**src/rtl/param_accumulator.sv**
```systemverilog
// param_accumulator: NUM_ACC independent WIDTH-bit accumulator banks with one registered result stage
//
// Ports
//   CLK        in   clock, rising edge
//   reset      in   asynchronous, active-low reset
//   IOIn       in   operand
//   op         in   000 NOP/read, 001 LOAD, 010 ADD, 011 SUB, 100 CLEAR, 101 CLEAR_ALL, 11x NOP
//   sel        in   target bank; values >= NUM_ACC act as NOP and read back 0
//   in_valid   in   op/IOIn/sel valid
//   in_ready   out  block can accept this cycle
//   Output     out  post-operation value of the selected bank
//   out_sel    out  bank that Output belongs to
//   out_ovf    out  sticky overflow flag of that bank
//   out_valid  out  result held
//   out_ready  in   consumer accepts result
module param_accumulator #(
   parameter int WIDTH   = 16,
   parameter int NUM_ACC = 4,
   parameter bit SAT_EN  = 1,
   parameter bit SIGNED  = 0,
   localparam int SEL_W  = $clog2(NUM_ACC)
) (
   input  logic             CLK,
   input  logic             reset,
   input  logic [WIDTH-1:0] IOIn,
   input  logic [2:0]       op,
   input  logic [SEL_W-1:0] sel,
   input  logic             in_valid,
   output logic             in_ready,
   output logic [WIDTH-1:0] Output,
   output logic [SEL_W-1:0] out_sel,
   output logic             out_ovf,
   output logic             out_valid,
   input  logic             out_ready
);
   localparam logic [2:0] OP_LOAD = 3'b001, OP_ADD = 3'b010, OP_SUB = 3'b011;
   localparam logic [2:0] OP_CLEAR = 3'b100, OP_CLEAR_ALL = 3'b101;
   localparam logic [WIDTH-1:0] UMAX = '1;
   localparam logic [WIDTH-1:0] SMAX = {1'b0, {(WIDTH-1){1'b1}}};
   localparam logic [WIDTH-1:0] SMIN = {1'b1, {(WIDTH-1){1'b0}}};
   typedef enum logic {EMPTY, FULL} state_t;
   state_t state_q, state_d;
   logic [NUM_ACC-1:0][WIDTH-1:0] bank;
   logic [NUM_ACC-1:0] ovf;
   logic accept, sel_ok, wr, clr_all, add_ovf, sub_ovf, cur_ovf, nxt_ovf;
   logic [WIDTH-1:0] cur, nxt_val, sat_val;
   logic [WIDTH:0] sum, diff;
   assign out_valid = state_q == FULL;
   assign in_ready  = !out_valid | out_ready;
   assign accept    = in_valid & in_ready;
   // widened compare so the test stays meaningful when NUM_ACC is a power of two
   assign sel_ok    = {1'b0, sel} < (SEL_W+1)'(NUM_ACC);
   assign cur       = sel_ok ? bank[sel] : '0;
   assign cur_ovf   = sel_ok & ovf[sel];
   assign sum       = {1'b0, cur} + {1'b0, IOIn};
   assign diff      = {1'b0, cur} - {1'b0, IOIn};
   // signed: overflow only when the result sign departs from the bank sign with compatible operand signs
   assign add_ovf   = SIGNED ? (cur[WIDTH-1] == IOIn[WIDTH-1]) & (sum[WIDTH-1] != cur[WIDTH-1]) : sum[WIDTH];
   assign sub_ovf   = SIGNED ? (cur[WIDTH-1] != IOIn[WIDTH-1]) & (diff[WIDTH-1] != cur[WIDTH-1]) : diff[WIDTH];
   // signed overflow always runs away from zero in the direction of the bank's own sign
   assign sat_val   = SIGNED ? (cur[WIDTH-1] ? SMIN : SMAX) : (op == OP_ADD ? UMAX : '0);
   assign wr        = accept & sel_ok & (op inside {OP_LOAD, OP_ADD, OP_SUB, OP_CLEAR});
   assign clr_all   = accept & sel_ok & (op == OP_CLEAR_ALL);
   always_comb begin
      nxt_val = cur;
      nxt_ovf = cur_ovf;
      case (op)
         OP_LOAD: begin
            nxt_val = IOIn;
            nxt_ovf = 1'b0;
         end
         OP_ADD: begin
            nxt_val = (add_ovf && SAT_EN) ? sat_val : sum[WIDTH-1:0];
            nxt_ovf = cur_ovf | add_ovf;
         end
         OP_SUB: begin
            nxt_val = (sub_ovf && SAT_EN) ? sat_val : diff[WIDTH-1:0];
            nxt_ovf = cur_ovf | sub_ovf;
         end
         OP_CLEAR, OP_CLEAR_ALL: begin
            nxt_val = '0;
            nxt_ovf = 1'b0;
         end
         default: ;
      endcase
   end
   always_comb state_d = accept ? FULL : (out_ready ? EMPTY : state_q);
   always_ff @(posedge CLK or negedge reset) begin
      if (!reset) state_q <= EMPTY;
      else        state_q <= state_d;
   end
   always_ff @(posedge CLK or negedge reset) begin
      if (!reset) begin
         bank    <= '0;
         ovf     <= '0;
         Output  <= '0;
         out_sel <= '0;
         out_ovf <= 1'b0;
      end else begin
         if (clr_all) begin
            bank <= '0;
            ovf  <= '0;
         end else if (wr) begin
            bank[sel] <= nxt_val;
            ovf[sel]  <= nxt_ovf;
         end
         if (accept) begin
            Output  <= sel_ok ? nxt_val : '0;
            out_sel <= sel;
            out_ovf <= sel_ok & nxt_ovf;
         end
      end
   end
endmodule

```
**config.mk**
```make
export PLATFORM = sky130hd
export DESIGN_NAME = param_accumulator
export DESIGN_NICKNAME = d
export VERILOG_FILES = /design/src/rtl/param_accumulator.sv
export SDC_FILE = /design/constraint.sdc
export NUM_CORES = 1
export LEC_CHECK = 0
export CORE_MARGIN = 1.5
export CORE_UTILIZATION = 35
export CTS_BUF_LIST = sky130_fd_sc_hd__clkbuf_4 sky130_fd_sc_hd__clkbuf_8
export CTS_CLUSTER_DIAMETER = 120
export DETAILED_ROUTE_END_ITERATION = 12
export GPL_TIMING_DRIVEN = 0
export PLACE_DENSITY = 0.52
export SETUP_SLACK_MARGIN = 0.5
export SYNTH_ARGS = -nofsm -noshare
export SYNTH_HDL_FRONTEND = slang
export SYNTH_SLANG_ARGS = --single-unit
```
**constraint.sdc**
```tcl
create_clock -name CLK -period 3.6 [get_ports CLK]
set_input_delay 0.9 -clock CLK [delete_from_list [all_inputs] [get_ports CLK]]
set_output_delay 0.9 -clock CLK [all_outputs]
set_load 0.1 [all_outputs]
```
==> metrics, run 1 <==
first-pass GRT wire length=32800 um; Rel. slew slack=34.5%; Pwr Density=500 nW/um^2; Final ANT Viol Nets=0; Die X=~130 um; ANT cells=0; DR DRC count=0; fmax=259 MHz; Worst setup EP type=register; commonest non-fill, non-tap cell in the layout=dfrtp_1; Yosys top cell by area=dfrtp_1; final setup TNS=-12.25 ns; Syn Area/Cell=about 9.1 sq um; row cnt=47; crit path kind=in -> reg; Post-Place Setup Slack=-1.34 ns; fraction of registers with async set/reset=between 90% and 100%; Die H=134 um; number of I/O port buffers=43; GRT overflow=0; fraction of layout cells with a size suffix above 1=32.2%; Initial Util=36.0%; largest net degree at the start of global routing=65; CP arrival=between 4 and 5 ns; post-layout util=51.0%; CTS Buf Count=9; post-synth net total=721; Combinational Power Share=between 50% and 60%; overall routing resource usage=23.9%; Required @ worst endpoint=just under 4 ns; First-pass DRT Iterations=5; DP HPWL=between 10000 and 15000 um; top cells by area, synth=dfrtp_1 37%, o21ai_0 6.9%, ha_1 6.7%, mux4_2 6.4%, nand2_1 5.1%; P_int=2500 uW; fin crit share=107%; hold_buf cts=0; register share of total power=between 20 and 30%; per-cell routed wire length=21.3 um; # IOs=46; Mapped Cells=around 660; unrepaired setup endpoints after global routing=yes; Worst Max-Slew Pin Slew=0.979 ns; DRT iter0 DRCs=404; area delta synth->final=41.6%; clk_lat worst skew=between 0.3 and 0.4 ns; most frequent cells in the layout=88 x dfrtp_1, 80 x nand2_1, 46 x nor2_1; # nets final=828; PnR worst setup slack=-0.255 ns; clock sinks=~90; Layout Skew=0.00792 ns; die area=approximately 18000 sq um; vias per cell=5.78; HP Class=in -> async; CTS tree=built; post-layout total power=approximately 4300 uW; Post-Syn Area=6010 sq um; clock buffer depth=2; Core Area=16700 sq um; Tmin final=3.85 ns; leak pwr=roughly 0.0036 uW; CP startpoint kind=input pin; Final Hold Violating Endpoints=0; Net Sw Power=1760 uW; Critical R2R Launch=bank[48]; Switching Fraction=41.3%; Final setup viols=between 80 and 90; Post-synth EDFFs=0; Synth Warn #=0; vias in the first global route=roughly 5.8k; Peak VDD IR=294 uV; fin. max-slew vios=0; ys flop type=dfrtp_1; Clock Power Share=19.7%; Via Count=5735; Crit Path Max Fanout=7; failing checks=negative setup slack; beginning of the critical path=sel[0]; CTS H-tree lvls=3; root buffer cell=clkbuf_8; GP Congestion=0.883; clk slew on worst S/H paths=0.08 ns; distinct cell type count after synthesis=73; sequential fraction of the synthesis area=36.6%; Max Cap Viol=0; Seq cells post-synth=88; initial antenna violation count=0; share of the synthesized area in the top cell type=36.6%; status=finished, violations left; Total Wirelength=between 20000 and 25000 um
## cell usage after synthesis, types with 3 or more instances
master    instances
a211o_1           4
a211oi_1          3
a211oi_2          3
a21boi_0          3
a21oi_1          33
a221oi_2          3
a22o_1           25
a31oi_1           4
and2_1            7
buf_1             5
buf_2            11
clkbuf_1         27
dfrtp_1          88
ha_1             32
inv_1            29
mux2_2            6
mux2i_1           4
mux4_2           17
nand2_1          82
nand2b_1          7
nand3_1          14
nor2_1           51
nor2b_1           8
nor3_1            9
o211ai_1          3
o21ai_0          83
o21ai_1           8
o21bai_1          4
o31a_1            3
o31ai_1           9
or3_1             3
xnor2_1          16
## power groups by stage
stage | clock network (uW) | registers, uW | logic [uW]
4_1_cts | 850 | 1240 | 1950
3_3_place_gp | 0 | 1250 | 1640
3_5_place_dp | 0 | 1260 | 1650
5_1_grt | 878 | 1260 | 2310
2_1_floorplan | 0 | 1530 | 940
6_report | 836 | 1240 | 2180
## sequential cells by signal, indices dropped and copies added (netlist names)
register / cells
out_sel: 2
bank: 64
out_valid: 1
Output: 16
ovf: 4
out_ovf: 1
## critical path: stages
cell and delay, ns:
buf_12 0.09, buf_12 0.10, buf_12 0.12, mux4_2 0.64, ha_4 0.27, buf_8 0.13, nor2b_4 0.12, o31a_1 0.29
o21a_1 0.27, o2111ai_2 0.26, nand2_4 0.13, buf_6 0.15, a211o_4 0.36, mux2_4 0.27
## per-stage QoR
step | hold WS (ns) | instance area, sq um | instances
2_1_floorplan | 0.445 | 6200 | 662
3_3_place_gp | 0.457 | 6910 | 925
3_5_place_dp | 0.469 | 6940 | 926
4_1_cts | 0.448 | 7970 | 977
5_1_grt | 0.465 | 8520 | 993
6_report | 0.440 | 8520 | 993
## final timing paths
kind	to	slack (ns)	cells after the start
max in group asynchronous	Output[9]	2.53	2
worst min-delay path	ovf[2]	0.44	1
worst max register to register	Output[0]	0.06	12
worst max-delay path	Output[0]	-0.25	14
min in group CLK	bank[12]	0.48	2
worst min register to register	bank[12]	0.48	2
## per-layer routing
| layer | vias to the layer above | GRT usage [%] | routed length, um |
|---|---|---|---|
| met1 | 2936 | 33.9 | 9700 |
| met4 | 0 | 7.65 | 456 |
| met5 | - | 0 | 0 |
| met3 | 32 | 2.95 | 832 |
| li1 | 2610 | - | - |
| met2 | 157 | 38.0 | 10200 |
## layout make-up
cell class,instances,area [sq um]
Inverter,30,116
Timing Repair Buffer,96,955
Buffer,46,379
Clock inverter,3,90.1
Multi-Input combinational cell,498,4350
Clock buffer,12,153
Tap cell,220,275
Sequential cell,88,2200
Fill cell,1557,8190
## cell families after synthesis
kind of cell | Yosys count | share of synthesized area (%)
buf+inv | 76 | 5.22
simple gates | 193 | 14.3
xor+xnor | 18 | 2.62
fa+ha+maj | 34 | 7.32
compound gates | 226 | 25.8
mux | 27 | 8.16
flops | 88 | 36.6
## repair_timing
item                                    4_1_cts  5_1_grt
resized for setup                           147       92
endpoints found under the hold margin         0        0
pin swaps                                    36       72
endpoints found under the setup margin       86       85
setup buffers                                36       15
gates cloned                                  0        1
Power figures use the tool's default switching activity.
==> run 2: changes to the inputs <==
--- a/config.mk
+++ b/config.mk
@@ -9,6 +9,7 @@
 export CORE_UTILIZATION = 35
 export CTS_BUF_LIST = sky130_fd_sc_hd__clkbuf_4 sky130_fd_sc_hd__clkbuf_8
 export CTS_CLUSTER_DIAMETER = 120
+export CTS_CLUSTER_SIZE = 28
 export DETAILED_ROUTE_END_ITERATION = 12
 export GPL_TIMING_DRIVEN = 0
 export PLACE_DENSITY = 0.52
==> results of run 2 <==
No change in the layout: final DEF, timing and power equal those of run 1.
==> run 3: changes to the inputs <==
--- a/config.mk
+++ b/config.mk
@@ -11,8 +11,9 @@
 export CTS_CLUSTER_DIAMETER = 120
 export CTS_CLUSTER_SIZE = 28
 export DETAILED_ROUTE_END_ITERATION = 12
+export GPL_ROUTABILITY_DRIVEN = 0
 export GPL_TIMING_DRIVEN = 0
-export PLACE_DENSITY = 0.52
+export PLACE_DENSITY = 0.53
 export SETUP_SLACK_MARGIN = 0.5
 export SYNTH_ARGS = -nofsm -noshare
 export SYNTH_HDL_FRONTEND = slang
==> run 3 against run 2 <==
The run still ends with negative setup slack left. Setup slack lost 0.0039 ns. Power shrank 3.8%. Cell count grew 1.8%. Flip-flop and latch count is the same. Clock power shrank 27%. First-iteration DRC count grew 11%. Global-route usage shrank 0.082 points. Clock-buffer cell count shrank 2. Core utilization grew 0.61 points. Sequential power is essentially flat. Critical path type unchanged. Largest cell class unchanged.
==> metrics, run 3 (same netlist as run 1, synthesis figures left out) <==
status=finished, violations left; failing checks=negative setup slack; largest net degree at the start of global routing=69 (+6.2%); PnR worst setup slack=-0.259 ns (-0.00395 ns); clk_lat worst skew=0.37 ns (about the same); met2 wire length=10000 um (-2.0%); first-pass GRT wire length=32700 um (-0.19%); max reg flops=64 (unchanged); most frequent cells in the layout=88 x dfrtp_1, 80 x nand2_1, 48 x buf_4; CTS tree=built; vias in the first global route=5872 (+1.8%); number of I/O port buffers=43 (unchanged); Die H=134 um (unchanged); Max Cap Viol=0 (unchanged); DRT iter0 DRCs=449 (+11%); # IOs=46 (unchanged); root buffer cell=clkbuf_8; delay-heaviest family, CP=simple AND/OR/NAND/NOR gates; die area=18000 sq um (unchanged); leak pwr=0.00368 uW (+1.4%); Core Area=16700 sq um (unchanged); DP HPWL=14500 um (-0.87%); WP buf/inv=5 (unchanged); fraction of layout cells with a size suffix above 1=32.4% (+0.15 points); Final ANT Viol Nets=0 (unchanged); Final setup viols=81 (-4.7%); cell repeated most along the worst path=buf_12; slowest stage delay, CP=0.62 ns (-0.02 ns); Pwr Density=475 nW/um^2 (-5.0%); GRT overflow=0 (unchanged); Tmin final=3.86 ns (+0.00395 ns); met3 WL=970 um (+17%); clock sinks=88 (unchanged); First-pass DRT Iterations=5 (unchanged); Placed Area=6940 sq um (unchanged); Required @ worst endpoint=3.89 ns (+0.03 ns); hold_buf cts=0 (unchanged); Layout Skew=0.0137 ns (+0.00581 ns); Die X=134 um (unchanged); commonest non-fill, non-tap cell in the layout=dfrtp_1; vias per cell=5.74 (-0.56%); row cnt=47 (unchanged); ANT cells=0 (unchanged); HP Class=in -> async; per-cell routed wire length=20.8 um (-2.7%); fin crit share=107% (+0.11 points); fin. max-slew vios=0 (unchanged); Via Count=5806 (+1.2%); FF/Latch Area=2200 sq um (unchanged); area delta synth->final=43.3%; Worst Max-Slew Pin Slew=0.981 ns (+0.00232 ns); clock buffer depth=2 (unchanged); Final Hold Violating Endpoints=0 (unchanged); Peak VDD IR=236 uV (-20%); DR DRC count=0 (unchanged); # nets final=846 (+2.2%); overall routing resource usage=23.8% (-0.082 points); Largest Register=bank; Total Wirelength=21000 um (-0.92%); area of the multi-input gates=4340 sq um (about the same); Initial Util=36.0% (unchanged); CP startpoint kind=input pin; initial antenna violation count=0 (unchanged); post-layout total power=4090 uW (-3.8%); CP arrival=4.15 ns (+0.04 ns); CTS Buf Count=9 (unchanged); unrepaired setup endpoints after global routing=yes; Crit Path Max Fanout=6 (-1); CTS H-tree lvls=3 (unchanged); Top Metal Used=met4; crit path kind=in -> reg; wl on met1=9350 um (-3.6%); post-route cell area=8620 sq um (+1.2%); biggest regs=bank: 64 flops, Output: 16 flops, ovf: 4 flops; fmax=259 MHz (-0.10%); cells along the critical path=buf_12, buf_12, buf_12, mux4_2, ha_4, buf_8, nor2b_4, or4_4, o2111ai_4, a21oi_4, or4_4, a31oi_4, a2111oi_4, buf_6, o21ai_1; Fillers=1547 (-0.64%); clk slew on worst S/H paths=0.09 ns (about the same); final setup TNS=-11.46 ns (+0.791 ns); CP max stage cell=mux4_2; Rel. slew slack=34.4% (-0.15 points); Worst setup EP type=register
-- run 3: changes by cell type in the layout (fill, tap and decap cells not counted), moves of 3 or more --
cell       change
a21oi_2        +3
buf_4          +8
buf_6          +8
bufinv_16      -3
nand3_4        +3
o21ai_0        +3
o21ai_1        +8
o21ai_2       -12
-- run 3: worst paths after layout --
kind                            slack [ns]  depth (start not counted)     start  endpoint
worst max register to register        0.17                         13  bank[51]  bank[29]
max in group asynchronous             2.56                          2     reset  bank[38]
worst min-delay path                  0.42                          1     reset  bank[20]
worst min register to register        0.48                          2  bank[44]  bank[44]
min in group CLK                      0.48                          2  bank[44]  bank[44]
worst max-delay path                 -0.26                         15    sel[0]  bank[29]
-- run 3: routing by layer --
| layer | global-route usage, % | up-vias |
|---|---|---|
| li1 | - | 2657 |
| met1 | 32.7 | 2910 |
| met2 | 38.5 | 190 |
| met3 | 3.10 | 49 |
| met4 | 8.84 | 0 |
| met5 | 0 | - |
-- run 3: area by class of cell --
type	count	area share, %
Multi-Input combinational cell	498	50.4
Sequential cell	88	25.6
Timing Repair Buffer	114	13.3
Buffer	46	4.30
Tap cell	220	3.19
Clock buffer	10	1.52
Inverter	30	1.38
Clock inverter	5	0.407
-- run 3: report_power, final --
part           total, uW  leakage (uW)  internal, uW  switching [uW]
clock network        608     0.0000855           255             354
logic               2240       0.00243           902            1340
registers           1240       0.00117          1150            91.6
total               4090       0.00368          2310            1780
-- run 3: timing repair --
action	4_1_cts	5_1_grt
setup buffers	52	16
endpoints found under the setup margin	86	85
cloned	2	0
resized for setup	190	46
pin swaps	70	45
-- run 3: per-stage QoR --
step           util [%]  setup slack, ns  hold slack [ns]  std cells
2_1_floorplan         -           -0.310            0.445        662
3_3_place_gp       41.4            -1.55            0.457        925
3_5_place_dp       41.5            -1.30            0.465        926
4_1_cts            49.9           -0.247            0.420        995
5_1_grt            51.6           -0.303            0.430       1011
6_report           51.6           -0.259            0.418       1011
